## config.mk

```make
export PLATFORM = sky130hd
export DESIGN_NAME = main_memory_arbiter
export DESIGN_NICKNAME = d
export VERILOG_FILES = /design/src/rtl/main_memory_arbiter_pkg.sv /design/src/rtl/main_memory_arbiter.sv
export SDC_FILE = /design/constraint.sdc
export NUM_CORES = 1
export LEC_CHECK = 0
export CAP_MARGIN = 10
export CORE_AREA = 2 2 288 290
export CTS_BUF_LIST = sky130_fd_sc_hd__clkbuf_8
export CTS_CLUSTER_SIZE = 24
export DETAILED_ROUTE_END_ITERATION = 12
export DIE_AREA = 0 0 290 292
export PLACE_DENSITY = 0.41
export SETUP_SLACK_MARGIN = 0.3
export SYNTH_ARGS = -nofsm -noshare
export SYNTH_HDL_FRONTEND = slang
export SYNTH_SLANG_ARGS = --single-unit
```

## constraint.sdc

```tcl
create_clock -name CLK -period 1.5 [get_ports CLK]
set_input_delay 0.225 -clock CLK [delete_from_list [all_inputs] [get_ports CLK]]
set_output_delay 0.225 -clock CLK [all_outputs]
set_load 0.05 [all_outputs]
```

## src/rtl/main_memory_arbiter_pkg.sv

```systemverilog
// Shared types for the main-memory arbiter: FSM state encoding, grant encoding and
// the grant-selection policy used when a transfer can start.
package main_memory_arbiter_pkg;

  typedef enum logic [1:0] {
    ST_IDLE   = 2'd0,
    ST_ACCESS = 2'd1,
    ST_RESP   = 2'd2
  } arb_state_e;

  typedef enum logic {
    GNT_I = 1'b0,
    GNT_D = 1'b1
  } grant_e;

  // With both caches pending, fair mode hands the port to I-cache only if D-cache had it last.
  function automatic grant_e pick_grant(input logic i_req, input logic d_req,
                                        input logic fair, input grant_e last_grant);
    grant_e g;
    if (i_req && d_req) g = (fair && last_grant == GNT_D) ? GNT_I : GNT_D;
    else if (d_req)     g = GNT_D;
    else                g = GNT_I;
    return g;
  endfunction

endpackage

```

## src/rtl/main_memory_arbiter.sv

```systemverilog
// Shares the main-memory port between I-cache refills and D-cache refills/write-backs,
// serialising block transfers and returning per-requester stall signals.
//
// state     | meaning
// ST_IDLE   | no transfer in flight; sample requests and grant one
// ST_ACCESS | memory strobe, address and data held until memory completes
// ST_RESP   | one-cycle release of the granted requester's BUSYWAIT
module main_memory_arbiter
  import main_memory_arbiter_pkg::*;
#(
  parameter int ADDR_WIDTH  = 28,
  parameter int BLOCK_WIDTH = 128,
  parameter bit FAIR        = 1'b1
) (
  input  logic                   CLK,
  input  logic                   RESET,
  input  logic                   I_READ,
  input  logic [ADDR_WIDTH-1:0]  I_ADDRESS,
  output logic [BLOCK_WIDTH-1:0] I_READDATA,
  output logic                   I_BUSYWAIT,
  input  logic                   D_READ,
  input  logic                   D_WRITE,
  input  logic [ADDR_WIDTH-1:0]  D_ADDRESS,
  input  logic [BLOCK_WIDTH-1:0] D_WRITEDATA,
  output logic [BLOCK_WIDTH-1:0] D_READDATA,
  output logic                   D_BUSYWAIT,
  output logic                   MEM_READ,
  output logic                   MEM_WRITE,
  output logic [ADDR_WIDTH-1:0]  MEM_ADDRESS,
  output logic [BLOCK_WIDTH-1:0] MEM_WRITEDATA,
  input  logic [BLOCK_WIDTH-1:0] MEM_READDATA,
  input  logic                   MEM_BUSYWAIT
);

  arb_state_e             state_q, state_d;
  grant_e                 grant_q, grant_d;
  grant_e                 last_grant_q, last_grant_d;
  logic                   issued_q, issued_d;
  logic                   mem_read_q, mem_read_d;
  logic                   mem_write_q, mem_write_d;
  logic [ADDR_WIDTH-1:0]  mem_addr_q, mem_addr_d;
  logic [BLOCK_WIDTH-1:0] mem_wdata_q, mem_wdata_d;
  logic [BLOCK_WIDTH-1:0] i_rdata_q, i_rdata_d;
  logic [BLOCK_WIDTH-1:0] d_rdata_q, d_rdata_d;
  logic                   i_req, d_req, mem_done;

  assign i_req = I_READ;
  assign d_req = D_READ | D_WRITE;
  // issued masks the first ACCESS cycle, before memory has had a chance to raise its busy flag
  assign mem_done = issued_q & ~MEM_BUSYWAIT;

  always_comb begin
    state_d      = state_q;
    grant_d      = grant_q;
    last_grant_d = last_grant_q;
    issued_d     = issued_q;
    mem_read_d   = mem_read_q;
    mem_write_d  = mem_write_q;
    mem_addr_d   = mem_addr_q;
    mem_wdata_d  = mem_wdata_q;
    i_rdata_d    = i_rdata_q;
    d_rdata_d    = d_rdata_q;
    case (state_q)
      ST_IDLE: begin
        mem_read_d  = 1'b0;
        mem_write_d = 1'b0;
        if (i_req || d_req) begin
          grant_d  = pick_grant(i_req, d_req, FAIR, last_grant_q);
          issued_d = 1'b0;
          state_d  = ST_ACCESS;
          if (grant_d == GNT_D) begin
            mem_addr_d  = D_ADDRESS;
            mem_wdata_d = D_WRITEDATA;
            mem_read_d  = D_READ;
            mem_write_d = D_WRITE;
          end else begin
            mem_addr_d = I_ADDRESS;
            mem_read_d = 1'b1;
          end
        end
      end
      ST_ACCESS: begin
        issued_d = 1'b1;
        if (mem_done) begin
          mem_read_d   = 1'b0;
          mem_write_d  = 1'b0;
          last_grant_d = grant_q;
          state_d      = ST_RESP;
          // a requester that withdrew mid-transfer does not get its block overwritten
          if (mem_read_q && grant_q == GNT_I && I_READ) i_rdata_d = MEM_READDATA;
          if (mem_read_q && grant_q == GNT_D && D_READ) d_rdata_d = MEM_READDATA;
        end
      end
      ST_RESP: state_d = ST_IDLE;
      default: state_d = ST_IDLE;
    endcase
  end

  always_ff @(posedge CLK) begin
    if (RESET) begin
      state_q      <= ST_IDLE;
      grant_q      <= GNT_I;
      last_grant_q <= GNT_I;
      issued_q     <= 1'b0;
      mem_read_q   <= 1'b0;
      mem_write_q  <= 1'b0;
      mem_addr_q   <= '0;
      mem_wdata_q  <= '0;
      i_rdata_q    <= '0;
      d_rdata_q    <= '0;
    end else begin
      state_q      <= state_d;
      grant_q      <= grant_d;
      last_grant_q <= last_grant_d;
      issued_q     <= issued_d;
      mem_read_q   <= mem_read_d;
      mem_write_q  <= mem_write_d;
      mem_addr_q   <= mem_addr_d;
      mem_wdata_q  <= mem_wdata_d;
      i_rdata_q    <= i_rdata_d;
      d_rdata_q    <= d_rdata_d;
    end
  end

  assign MEM_READ      = mem_read_q;
  assign MEM_WRITE     = mem_write_q;
  assign MEM_ADDRESS   = mem_addr_q;
  assign MEM_WRITEDATA = mem_wdata_q;
  assign I_READDATA    = i_rdata_q;
  assign D_READDATA    = d_rdata_q;

  assign I_BUSYWAIT = !RESET && i_req && !(state_q == ST_RESP && grant_q == GNT_I);
  assign D_BUSYWAIT = !RESET && d_req && !(state_q == ST_RESP && grant_q == GNT_D);

endmodule

```

* Yosys cells after proc, flatten, opt, wreduce, memory -nomap -nowiden
Index checks and enable logic that the tools add are counted.
Word-level totals: logic and storage cells 61, flip-flop bits (word level) 419
Cells by class: reductions and logical operators 25, bitwise logic cells 4, muxes and demuxes 18, equal/unequal tests 4
Operators by type and width (number):
- $mux W28 | 1
- $logic_and A1 B1 Y1 | 11
- $mux W1 | 11
- $reduce_and A2 Y1 | 5
- $reduce_and A3 Y1 | 3
- $pmux W1 S2 | 3
- $mux W2 | 2
- $ne A2 B2 Y1 const B | 2
- $pmux W2 S2 | 1
- $logic_not A1 Y1 | 3
- $eq A2 B1 Y1 const B | 1
- $eq A2 B2 Y1 const B | 1
- $logic_not A2 Y1 | 1
- $not A1 Y1 | 2
- $reduce_bool A2 Y1 | 1
- $and A1 B1 Y1 | 1
- $logic_or A1 B1 Y1 | 1
- $or A1 B1 Y1 | 1

* Logic depth before layout (Yosys ltp)
Gate-level depths: netlist of run 1.
depth after elaboration 8, mapped depth 7, gate-level depth less buffers 4

* Worst setup path after synthesis of run 1
OpenSTA, ideal clock, no wires.
path kind input -> output, start point in RESET, end point out D_BUSYWAIT, arrival 1.828 ns, path slack -0.553 ns, stages 3, cell sequence clkbuf_1 clkbuf_1 a311oi_1
Between the ends: word-level cells in the longest chain between the ends 3
RTL lines:
- start: declaration | line main_memory_arbiter.sv:16 | input logic RESET,
- $logic_not A1 Y1 | line main_memory_arbiter.sv:133 | assign D_BUSYWAIT = !RESET && d_req && !(state_q == ST_RESP && grant_q == GNT_D);
- $logic_and A1 B1 Y1 (2 in series) | line main_memory_arbiter.sv:133
- end: declaration | line main_memory_arbiter.sv:26 | output logic D_BUSYWAIT,
Every way passes these cells.

* Worst setup path in the final report of run 1
start point reg state_q[1], end point reg i_rdata_q[49] (netlist: I_READDATA[49])
Between the ends: word-level cells in the longest chain between the ends 2
RTL lines:
- start: declaration | line main_memory_arbiter.sv:35 | arb_state_e state_q, state_d;
- start signal: assignment | line main_memory_arbiter.sv:112 | state_q <= state_d;
- $eq A2 B1 Y1 | line main_memory_arbiter.sv:63 | case (state_q)
- $reduce_and A3 Y1 (no source line)
- end signal: assignment | line main_memory_arbiter.sv:120 | i_rdata_q <= i_rdata_d;
- end: declaration | line main_memory_arbiter.sv:43 | logic [BLOCK_WIDTH-1:0] i_rdata_q, i_rdata_d;
Every way passes these cells. A chain may end at the register's enable or synchronous reset.

==> results.md, run 1 <==
- The clock tree synthesis step divided the H-tree into 3 levels.
- The synthesis-to-finish area growth is 94.9%.
- Setup slack on the critical path of the routed design comes to -411 ps.
- The final setup violation count is around 400.
- The total leakage power is 11.7 nW.
- The number of slew-limit violations in the final report is 0.
- The library cell appearing most often on the critical path is sky130_fd_sc_hd__buf_6.
- Counting every instance in the synthesized netlist gives between 1,500 and 2,000.
- The final routed DRC violation total is 0.
- The upper clock frequency limit is 523 MHz.
- For the worst setup path, the data required time is 2060 ps.
- The count of buffers from port buffering is between 700 and 800.
- The post-route minimum period is 1910 ps.
- The share of async-settable or async-resettable flops after synthesis is 0%.
- The routed wire length per instance is about 20 um.
- The peak ir drop on the vdd network is 0.791 mV.
- The sort of element at the start of the critical path is a flop.
- In this run the power density over the cells is 984 mW/mm^2.
- The overall die height is 292 um.
- The global-route met1 utilization is a little under a fifth.
- The effective utilization at floorplan is 18.0%.
- The floorplan die area is 0.0847 mm^2.
- The detailed-router iteration count before antenna repair is 6.
- The global placement routability congestion is 0.813.
- At the placement stage, the worst setup path has a slack of -527 ps.
- The main flop type after synthesis is sky130_fd_sc_hd__dfxtp_1.
- Counting every sink on the clock net gives approximately 420.
- The sum of net half-perimeters after detailed placement is 52,100 um.
- The post-route non-filler standard cell count is 3,837.
- The total chip power is 28.2 mW.
- The largest stage delay on the critical path is 340 ps.
- Global routing consumed, on the met3 layer, 5.94% of the routing resources.
- The kind of path behind the tightest hold check is in2reg.
- The run finished, with violations left.
- In this run the core area contains 105 standard-cell rows.
- The largest delay contributor family on the critical path is buffers and inverters.
- The count of fill cells added during filler insertion is about 8,400.
- The net count of the finished layout is 3,034.
- The endpoint class of the critical path is a flop.
- The insertion delay of the later-clocked pin in the worst-skew pair is 670 ps.
- 734 I/O pins were placed.
- The final reports fail on negative setup slack.
- The number of global-route vias before repair is 16,267.
- Cells fill 35.2% of the core in the end.
- The die extent in x is about 290 um.
- The Yosys step of the flow raised 0 warnings.
- The sequential-to-total area share from yosys stat is 57.0%.
- The setup TNS is -110,250 ps.
- The number of violations reported at the end of detailed-routing iteration 0 is 574.
- The first global-routing pass estimated ~110,000 um of wire.
- The all-layer global routing usage is 17.1%.
- The synthesized area divided by synthesized cell count is 7.90 um^2.
- The number of buffers and inverters on the critical path is 7.
- The arrival time reported for the critical path endpoint is 2470 ps.
- For this block, the routed nets add up to 77,000 um of wire.
- The region available for standard cell placement spans roughly 0.082 mm^2.
- Between clock sinks in the finished design, the worst skew comes to approximately 30 ps.
- CTS placed an instance of sky130_fd_sc_hd__clkbuf_8 at the clock tree root.
- The clock passes through at most 3 buffers.
- The number of antenna violations at the first check in global routing is 6.
- The total overflow reported by the global router is 0.
- In this run the worst path has a maximum fanout of 6.
- Setup repair after global routing could not meet its margin everywhere.
- Headroom to the max-slew limit came out at 72.6%.
- The most heavily used metal layer in global routing is met2.
- The slowest stage of the critical path belongs to the cell sky130_fd_sc_hd__and4bb_4.
- The count of flip-flops with a built-in enable after synthesis is 0.
- Counting distinct cell types in the post-synthesis netlist gives 31.
- In the final layout, flip-flops and latches occupy 0.00839 mm^2.
- The TritonCTS clock tree is yes.
- The area of combinational cells with multiple inputs is 0.00730 mm^2.
- At the pin with the least slew margin, the transition time is ~410 ps.
- The worst setup path is of the reg2reg kind.
- The via count normalized by instance count is 4.23.
- The number of maximum-capacitance constraint violations is 0.
- Summing over every cut layer, the via total after detailed routing is 16,228.
- The remaining antenna violation count is 0.
- The hold violation total from the final report came to 0.
- Walking the worst path, the cells encountered are buf_6 -> and4bb_4 -> buf_6 -> buf_6 -> nand4b_1 -> buf_6 -> buf_12 -> buf_12 -> buf_16 -> nand2_2 -> a21oi_2.
- The synthesized flop and latch total is about 420.
- The worst path uses 127% of the clock period.
- The number of cells in the design after placement is 3,631.
- The number of buffers added by the clock tree synthesis step is 81.
- The cell area that synthesis handed to floorplanning was between 0.01 and 0.015 mm^2.
- The synthesized netlist net count is 2,181.
- The met2 track demand over resource is between 30% and 40%.
- After clock tree synthesis, the clock-pin slew on the worst setup and hold paths is roughly 60 ps.
- The pin count of the biggest net entering global routing is 51.
- The post-route netlist has a little under two fifths of its cells at a drive strength greater than 1.
==> cells in the mapped netlist, types with 2 or more instances <==
| master | instances | share of area (%) |
|---|---|---|
| sky130_fd_sc_hd__a21oi_1 | 387 | 13 |
| sky130_fd_sc_hd__a22oi_1 | 2 | 0.10 |
| sky130_fd_sc_hd__a311oi_1 | 29 | 1.7 |
| sky130_fd_sc_hd__buf_1 | 5 | 0.13 |
| sky130_fd_sc_hd__buf_2 | 50 | 1.7 |
| sky130_fd_sc_hd__buf_4 | 8 | 0.41 |
| sky130_fd_sc_hd__buf_6 | 12 | 0.92 |
| sky130_fd_sc_hd__clkbuf_1 | 68 | 1.7 |
| sky130_fd_sc_hd__dfxtp_1 | 419 | 57 |
| sky130_fd_sc_hd__nand2_1 | 826 | 21 |
| sky130_fd_sc_hd__nor2_1 | 36 | 0.92 |
| sky130_fd_sc_hd__nor3b_1 | 2 | 0.10 |
==> path summary, 6_finish.rpt <==
| path | depth (start not counted) | endpoint | slack [ps] | startpoint |
|---|---|---|---|---|
| worst max-delay path | 11 | I_READDATA[49] | -410 | state_q[1] |
| worst min-delay path | 3 | D_READDATA[122] | 60 | RESET |
| worst max register to register | 11 | I_READDATA[49] | -410 | state_q[1] |
| worst min register to register | 2 | I_READDATA[80] | 450 | I_READDATA[80] |
==> tightest hold or removal path: stages <==
cell,delay (ps)
sky130_fd_sc_hd__buf_8,130
sky130_fd_sc_hd__buf_12,190
sky130_fd_sc_hd__a21oi_2,110
==> cells by family after synthesis <==
group,after synthesis,synth area share [%]
simple gates,873,22.6
compound gates,425,15.4
flops,419,57.0
buf+inv,145,4.97
mux,1,0.0680
==> per-layer routing <==
metal  wire [um]  up-vias
met5          69        -
met4        2170       10
met3        6260      119
li1            -     7795
met2       38700      607
met1       29800     7697
==> layout make-up <==
class / count / area share [%]
sequential: 419 / 29.3
tap: 1070 / 4.67
clock buffer: 95 / 4.56
antenna: 2 / 0.0174
inverter: 1 / 0.0131
timing repair buffer: 914 / 35.2
clock inverter: 37 / 0.855
multi-input combinational: 1299 / 25.4
==> registers in the layout, indices dropped and copies added (netlist names) <==
signal         count
D_READDATA       128
I_READDATA       128
MEM_ADDRESS       28
MEM_READ           1
MEM_WRITE          1
MEM_WRITEDATA    128
grant_q            1
issued_q           1
last_grant_q       1
state_q            2
==> where the power goes <==
group / switching (mW) / total [mW] / internal, mW
logic: 2.90 / 5.03 / 2.12
clock network: 5.31 / 11.4 / 6.08
registers: 0.269 / 11.8 / 11.5
==> through the flow <==
stage               hold slack (ps)  area, um^2
floorplan                       361       15000
global placement                439       23600
detailed placement              445       23600
CTS                            6.08       27000
global route                   12.7       28700
finish                         64.1       28700
==> cells in the final DEF, fill, tap and decap left out, drive strengths merged <==
cell,instances
bufinv,2
nand4b,1
nand2b,1
a21o,1
clkinvlp,1
a211oi,1
nor3b,2
bufbuf,6
clkbuf,102
a311oi,29
nand4,1
clkinv,6
nor2b,1
a21oi,388
clkdlybuf4s50,316
inv,29
dlygate4sd3,1
nand3b,1
nor2,36
mux2i,1
and4bb,1
a22oi,2
and4b,1
buf,584
diode,2
dfxtp,419
o31a,1
and4,1
o31ai,1
and2b,1
o21ai,2
nand2,826
==> repair_timing <==
item / CTS / global route
resized for setup: 139 / 409
endpoints found under the setup margin: 830 / 832
hold endpoints to repair: 3 / 0
buffers inserted: 22 / 5
pin swaps: 20 / 206
cloned: 37 / 7
hold buffers: 1 / 0
Power figures use the tool's default switching activity.
==> inputs of run 2 (changes only) <==
--- a/config.mk
+++ b/config.mk
@@ -6,12 +6,13 @@
 export NUM_CORES = 1
 export LEC_CHECK = 0
 export CAP_MARGIN = 10
-export CORE_AREA = 2 2 288 290
+export CORE_AREA = 2 2 287 289
 export CTS_BUF_LIST = sky130_fd_sc_hd__clkbuf_8
 export CTS_CLUSTER_SIZE = 24
 export DETAILED_ROUTE_END_ITERATION = 12
-export DIE_AREA = 0 0 290 292
-export PLACE_DENSITY = 0.41
+export DIE_AREA = 0 0 289 291
+export DONT_BUFFER_PORTS = 1
+export PLACE_DENSITY = 0.3
 export SETUP_SLACK_MARGIN = 0.3
 export SYNTH_ARGS = -nofsm -noshare
 export SYNTH_HDL_FRONTEND = slang
==> results.md, run 2 (same netlist as run 1, synthesis figures left out) <==
- The transition time at the pin with the least slew margin is 1760 ps.
- The HPWL after detailed placement is approximately 44,000 um.
- Setup repair after global routing could not meet its margin everywhere.
- Dividing the detail-routed wire length by the instance count gives 20.6 um.
- The cell at the root of the clock tree is sky130_fd_sc_hd__clkbuf_8.
- 734 I/O pins were placed.
- Buffers inserted during clock tree synthesis total 85.
- The final reports fail on negative hold slack, max-slew violations, negative setup slack.
- The tightest hold path in the finished design has a slack of -336 ps.
- The H-tree depth is 3.
- The post-route netlist has about 37% of its cells at a drive strength greater than 1.
- The core region is 0.0812 mm^2.
- After the first detailed-routing iteration, the DRC count stood at between 500 and 600.
- The worst setup path is of the in2out kind.
- The fraction of power spent switching nets is 29.4%.
- At the worst endpoint, the arrival time is 1940 ps.
- After layout, the worst setup slack is -663 ps.
- CTS saw 419 sinks.
- The reg-to-reg critical path startpoint is state_q[0].
- The critical path goes through a311oi_4 -> buf_12.
- The final design instance area without fill is 0.0274 mm^2.
- The hold violation total from the final report came to 172.
- The clock network power share is between 40% and 50%.
- The floorplan has 105 rows.
- Timing would allow up to 462 MHz.
- The worst-path maximum fanout is between 400 and 500.
- The overall die height is approximately 290 um.
- The start point of the worst hold path is RESET.
- The wire length of the first global-routing pass is around 98,000 um.
- Measured in cells, the most critical reg-to-reg path has a length of 11.
- The floorplan die area is 0.0841 mm^2.
- The routed design has roughly 76,000 um of wire.
- The flop-to-flop setup slack is -450 ps.
- Counting instances, the worst hold path has a depth of 1.
- The peak ir drop on the vdd network is 0.723 mV.
- The number of buffers and inverters on the critical path is 1.
- The run finished, with violations left.
- In this run the power spent charging and discharging nets is 8.64 mW.
- Data on the critical path is required at its endpoint by 1270 ps.
- The tool flagged a number of max-cap violations equal to 0.
- The effective utilization at floorplan is a little under a fifth.
- The worst hold path terminates at I_READDATA[21].
- The slowest stage of the critical path is the sky130_fd_sc_hd__a311oi_4 cell.
- The period utilization is 144%.
- The design internal power is roughly 21 mW.
- The routed layout has 15,691 vias.
- The sort of element at the start of the critical path is an input pin.
- The total overflow reported by the global router is 0.
- The count of buffers from port buffering is 0.
- The via count normalized by instance count is between 4 and 5.
- The synthesis-to-finish area growth is 86.0%.
- The placement-stage cell area is 0.0182 mm^2.
- Entering global routing, the biggest net connects between 400 and 500 pins.
- Summing all flip-flop and latch instances after layout gives 0.00841 mm^2.
- The number of slew-limit violations in the final report is ~110.
- The power density of the placed cells is 1070 mW/mm^2.
- In this run the worst hold path is classified as in2reg.
- Broken down by cell family, the worst path's largest delay share belongs to compound AO/OA/AOI/OAI gates.
- At the end of the flow the core is filled with cells to 33.7%.
- The share of total power dissipated in combinational logic is 14.8%.
- On the worst path, the slowest cell contributes a delay of roughly 770 ps.
- The count of fill cells added during filler insertion is 8,441.
- After the last flow step, the layout net total stands at 2,859.
- Setup violations remaining at the end of the flow were counted as 588.
- The clock transition at the registers of the reported paths is 50 ps.
- Measured along the x axis, the die boundary spans 289 um.
- The number of global-route vias before repair is approximately 15,000.
- The total leakage power is 10.8 nW.
- Across every metal layer, demand over resource in global routing totals between 15 and 20%.
- The congestion estimate from routability-driven global placement came to 0.792.
- The endpoint class of the critical path is a primary output.
- After routing, the total negative slack on setup checks comes to -136,210 ps.
- The insertion delay of the later-clocked pin in the worst-skew pair is 680 ps.
- The clock passes through at most 3 buffers.
- Between clock sinks in the finished design, the worst skew comes to around 32 ps.
- The portion of total power attributed to sequential cells is between 40% and 50%.
- The first detailed-routing pass ran for 4 iterations.
- The number of antenna violations at the first check in global routing is 4.
- The critical path runs through a total of 2 cells.
- Leaving out fill and tap cells, the most frequent cell in the layout is sky130_fd_sc_hd__nand2_1.
- The top cell types in the final layout, fill and taps aside, are sky130_fd_sc_hd__nand2_1 (610), sky130_fd_sc_hd__dfxtp_1 (411), sky130_fd_sc_hd__dlygate4sd3_1 (292).
- The area of combinational cells with multiple inputs is 0.00751 mm^2.
- TritonCTS built the clock tree.
- The worst pin sits at a relative slew slack of -17.2%.
- The final routed DRC violation total is 0.
- The detail route stage leaves a number of antenna-violating nets equal to 0.
- The end of the worst register-to-register path is MEM_WRITEDATA[67].
- The post-route minimum period is 2160 ps.
## run 2: cell count changes in the layout (fill, tap and decap cells not counted), sizes merged
cell | before | now
bufinv | 2 | 4
bufbuf | 6 | 0
dlygate4sd3 | 1 | 292
clkdlybuf4s50 | 316 | 0
o21ai | 2 | 3
diode | 2 | 3
clkbuf | 102 | 137
buf | 584 | 414
## run 2: layer usage
layer	GRT usage (%)	part of all wire, %	vias to the layer above
li1	-	-	7451
met1	16.4	37	7479
met2	27.1	51	629
met3	5.66	9.2	132
met4	6.25	3.3	0
met5	0	0	-
## run 2: how the worst max path moves through the flow
stage	slack (ps)	start	endpoint
6_report	-660	RESET	D_BUSYWAIT
3_3_place_gp	-190	state_q[1]	MEM_WRITEDATA[103]
4_1_cts	-470	grant_q	D_BUSYWAIT
5_1_grt	-490	state_q[0]	MEM_WRITEDATA[67]
2_1_floorplan	50	state_q[1]	I_READDATA[100]
3_5_place_dp	-210	state_q[1]	MEM_WRITEDATA[124]
## run 2: power groups by stage
stage	sequential [mW]	clock (mW)	combinational, mW
global route	12.4	13.7	4.58
detailed placement	12.5	0	2.43
floorplan	13.2	0	1.04
global placement	12.5	0	2.41
CTS	12.3	13.2	3.76
finish	12.3	12.7	4.36
## run 2: worst register-to-register path: stages, from the launching register on
cell and delay, ps:
sky130_fd_sc_hd__dfxtp_2 330, sky130_fd_sc_hd__buf_6 110, sky130_fd_sc_hd__buf_6 110, sky130_fd_sc_hd__buf_6 110, sky130_fd_sc_hd__a211oi_4 210, sky130_fd_sc_hd__buf_4 160
sky130_fd_sc_hd__buf_6 100, sky130_fd_sc_hd__buf_6 100, sky130_fd_sc_hd__o21ai_4 150, sky130_fd_sc_hd__clkbuf_16 250, sky130_fd_sc_hd__nand2_1 90, sky130_fd_sc_hd__a21oi_2 60
## run 2: metrics by stage
step	std cells	power, mW	setup slack, ps
global route	3675	30.6	-488
floorplan	1863	14.3	47.9
CTS	3610	29.2	-471
finish	3675	29.4	-663
global placement	3114	15.0	-194
detailed placement	3114	15.0	-210
## run 2: final cells by class
type | instances | area share [%]
clock buffers | 109 | 5.48
repair buffers | 734 | 30.2
inverters | 1 | 0.0137
well taps | 1070 | 4.89
clock inverters | 39 | 1.16
flip-flops and latches | 419 | 30.7
multi-input cells | 1300 | 27.5
diodes | 3 | 0.0274
## run 2: what timing repair did
| action | CTS | global route |
|---|---|---|
| gates cloned | 24 | 38 |
| hold buffers | 289 | 3 |
| endpoints found under the hold margin | 419 | 419 |
| endpoints found under the setup margin | 831 | 835 |
| buffers inserted | 35 | 21 |
| resized for setup | 137 | 521 |
| pin swaps | 47 | 233 |
==> inputs of run 3 (changes only) <==
--- a/config.mk
+++ b/config.mk
@@ -6,14 +6,15 @@
 export NUM_CORES = 1
 export LEC_CHECK = 0
 export CAP_MARGIN = 10
-export CORE_AREA = 2 2 287 289
+export CORE_AREA = 2 2 289 291
 export CTS_BUF_LIST = sky130_fd_sc_hd__clkbuf_8
 export CTS_CLUSTER_SIZE = 24
 export DETAILED_ROUTE_END_ITERATION = 12
-export DIE_AREA = 0 0 289 291
+export DIE_AREA = 0 0 291 293
 export DONT_BUFFER_PORTS = 1
 export PLACE_DENSITY = 0.3
 export SETUP_SLACK_MARGIN = 0.3
+export SLEW_MARGIN = 10
 export SYNTH_ARGS = -nofsm -noshare
 export SYNTH_HDL_FRONTEND = slang
 export SYNTH_SLANG_ARGS = --single-unit
==> results.md, run 3 (same netlist as run 1, synthesis figures left out) <==
- The run finished, with violations left.
- The checks that failed: negative hold slack, negative setup slack.
- The worst-path cell with the longest stage delay is sky130_fd_sc_hd__dfxtp_2.
- Counting tap cells, the placed design contains a total of approximately 3,100 instances.
- The number of maximum-capacitance constraint violations is 0.
- Clock-pin slew was measured on the worst setup and hold paths at 60 ps.
- The final design instance area without fill is ~0.026 mm^2.
- The final routed DRC violation total is 0.
- The number of placement rows is 105.
- Of all nets on the critical path, the largest fanout is 6.
- The count of buffers from port buffering is 0.
- In this run the tightest slew margin relative to its limit is 54.7%.
- The final setup violation count is 551.
- The TritonCTS clock tree is yes.
- The number of antenna violations at the first check in global routing is 4.
- Summed over all layers, the routed wires come to 73,200 um.
- The first global-routing pass estimated 103,000 um of wire.
- The die extent in x is 291 um.
- The effective utilization at floorplan is 18.0%.
- The placement-stage cell area is 0.0183 mm^2.
- Detailed routing inserted a total of approximately 15,000 vias.
- The number of violations reported at the end of detailed-routing iteration 0 is around 690.
- The endpoint identified for the worst register-to-register timing path is MEM_WRITEDATA[76].
- The all-layer global routing usage is between 15 and 20%.
- Setup repair after global routing could not meet its margin everywhere.
- The data required time at the worst endpoint is ~2100 ps.
- Pin placement for this block handled 734 I/O pins.
- The placeable core region is 0.0818 mm^2.
- The sum of net half-perimeters after detailed placement is 45,200 um.
- Cells fill 31.2% of the core in the end.
- From bottom edge to top edge, the die measures 293 um.
- The worst hold endpoint is I_READDATA[71].
- The kind of path behind the tightest hold check is in2reg.
- The transition time at the pin with the least slew margin is 679 ps.
- The worst-case IR drop observed on VDD is approximately 0.71 mV.
- The worst register-to-register path has a setup slack of -450 ps.
- Of the total power, combinational logic draws between 10% and 20%.
- In this run the most critical hold path is launched from RESET.
- The cell at the root of the clock tree is sky130_fd_sc_hd__clkbuf_8.
- STA classifies the critical path endpoint as a flop.
- Clock skew on the completed layout was measured at 29.0 ps.
- The largest stage delay on the critical path is approximately 320 ps.
- The analysis attributes to cell leakage a power of 10.0 nW.
- The hold path depth is 1.
- By instance count, the cell type seen most on the critical path is sky130_fd_sc_hd__buf_6.
- The number of buffers added by the clock tree synthesis step is a little over 80.
- The CTS sink count is 419.
- The synthesis-to-finish area growth is 73.4%.
- Of the total power, the share spent switching nets is 30.1%.
- The routed length on met2 is 36,500 um.
- Leaving out fill and tap cells, the most frequent cell in the layout is sky130_fd_sc_hd__nand2_1.
- The reg-to-reg critical path startpoint is state_q[1].
- The top layer used by detailed routing is met5.
- Summing all multi-input logic gate instances after layout gives 0.00613 mm^2.
- The number of slew-limit violations in the final report is 0.
- The number of cells on the worst reg-to-reg path is 11.
- The worst setup path is of the reg2reg kind.
- The clock tree synthesis step divided the H-tree into 3 levels.
- The longest clock path from root to sink contains 3 buffers.
- For this design the ratio of total power to cell area is about 1100 mW/mm^2.
- Hold timing on the final database bottoms out at a slack of -338 ps.
- The pin count of the biggest net entering global routing is 422.
- Leaving out fill and tap cells, the most frequent cells in the layout are sky130_fd_sc_hd__nand2_1 (770), sky130_fd_sc_hd__dfxtp_1 (397), sky130_fd_sc_hd__a21oi_1 (325).
- The clock network power share is 41.4%.
- The filler cells instantiated in the layout total approximately 8,700.
- The met3 wire length is 6750 um.
- The hold violation total from the final report is 343.
- The post-route minimum period is between 1500 and 2000 ps.
- The remaining antenna violation count is 0.
- The design draws 28.0 mW.
- The setup slack after layout is -453 ps.
- Of the available clock period, the critical path in the final layout requires 130%.
- The global placement routability congestion is 0.783.
- The sort of element at the start of the critical path is a flop.
- Dividing the detail-routed wire length by the instance count gives between 20 and 25 um.
- The floorplan die area is between 0.08 and 0.09 mm^2.
- The power spent charging and discharging nets is 8.43 mW.
- STA puts the critical path data arrival time at 2530 ps.
- The detailed-router iteration count before antenna repair is 7.
- The footprint of the flip-flops and latches is approximately 0.0085 mm^2.
- The design internal power is 19.6 mW.
- The insertion delay of the later-clocked pin in the worst-skew pair is 680 ps.
- In the final routing, the length of wire on met1 measures between 20,000 and 30,000 um.
- After the flow finishes, the layout carries non-filler instances totaling 3,653.
- After global routing the overflow that remains totals 0.
- After detailed routing, the number of vias per cell comes to 4.19.
- The number of global-route vias before repair was around 15,000.
- After the last flow step, the layout net total stands at 2,840.
- The critical path goes through buf_6 -> buf_4 -> buf_6 -> buf_6 -> a211oi_4 -> and2b_4 -> buf_12 -> bufbuf_16 -> buf_4 -> nand2_1 -> a21oi_2.
- The layout cell share with drive strength beyond 1 is about 27%.
- For this run, the top clock speed supported by timing is 512 MHz.
- The portion of total power attributed to sequential cells is 43.6%.
-- run 3: cell types whose count changed in the layout (fill, tap and decap cells not counted), moves of 20 or more --
cell / before / now
sky130_fd_sc_hd__clkbuf_16: 28 / 8
sky130_fd_sc_hd__nand2_4: 130 / 16
sky130_fd_sc_hd__nand2_2: 86 / 40
sky130_fd_sc_hd__a21oi_1: 235 / 325
sky130_fd_sc_hd__buf_4: 274 / 298
sky130_fd_sc_hd__nand2_1: 610 / 770
sky130_fd_sc_hd__a21oi_2: 153 / 63
-- run 3: worst max path at each step --
| stage | from | to | depth (start not counted) | slack [ps] |
|---|---|---|---|---|
| after floorplan | state_q[1] | I_READDATA[100] | 6 | 50 |
| after global placement | state_q[1] | I_READDATA[49] | 6 | -220 |
| after detailed placement | state_q[1] | I_READDATA[46] | 6 | -230 |
| after CTS | state_q[1] | I_BUSYWAIT | 4 | -440 |
| after global routing | state_q[1] | MEM_WRITEDATA[91] | 12 | -470 |
| final | state_q[1] | MEM_WRITEDATA[76] | 11 | -450 |
-- run 3: worst max-delay path, delay by kind of cell, from the launching register on --
| kind | cells | cell delay [ps] |
|---|---|---|
| buf+inv | 7 | 960 |
| flops | 1 | 320 |
| simple gates | 2 | 280 |
| compound gates | 2 | 300 |
-- run 3: final cells by class --
| cell class | instances | share of cell area [%] |
|---|---|---|
| antenna | 4 | 0.0392 |
| clock inverter | 41 | 0.902 |
| timing repair buffer | 719 | 31.2 |
| inverter | 1 | 0.0245 |
| sequential | 419 | 33.2 |
| clock buffer | 100 | 5.39 |
| tap | 1070 | 5.25 |
| multi-input combinational | 1299 | 24.0 |
-- run 3: through the flow --
step	setup slack, ps	setup TNS (ps)
after global routing	-467	-159520
after detailed placement	-228	-40470
after global placement	-222	-33460
after floorplan	47.9	0
final	-453	-126370
after CTS	-443	-120960
-- run 3: routing by layer --
metal | vias to the layer above | global-route usage (%)
met4 | 4 | 5.02
met1 | 7171 | 17.3
met3 | 117 | 6.49
met5 | - | 0
met2 | 598 | 28.4
li1 | 7410 | -
-- run 3: power groups by stage --
stage | Clock (mW) | Sequential (mW) | Combinational (mW)
after floorplan | 0 | 13.2 | 1.04
after global placement | 0 | 12.5 | 2.50
after detailed placement | 0 | 12.5 | 2.51
after CTS | 12.1 | 12.2 | 3.95
after global routing | 12.7 | 12.3 | 4.46
final | 11.6 | 12.2 | 4.21
-- run 3: timing repair --
action                                 4_1_cts  5_1_grt
setup endpoints to repair                  830      834
endpoints found under the hold margin      419      419
cloned                                      38        9
hold buffers                               276        2
pin swaps                                   86       28
gates resized for setup                    197       94
buffers inserted                            48        9
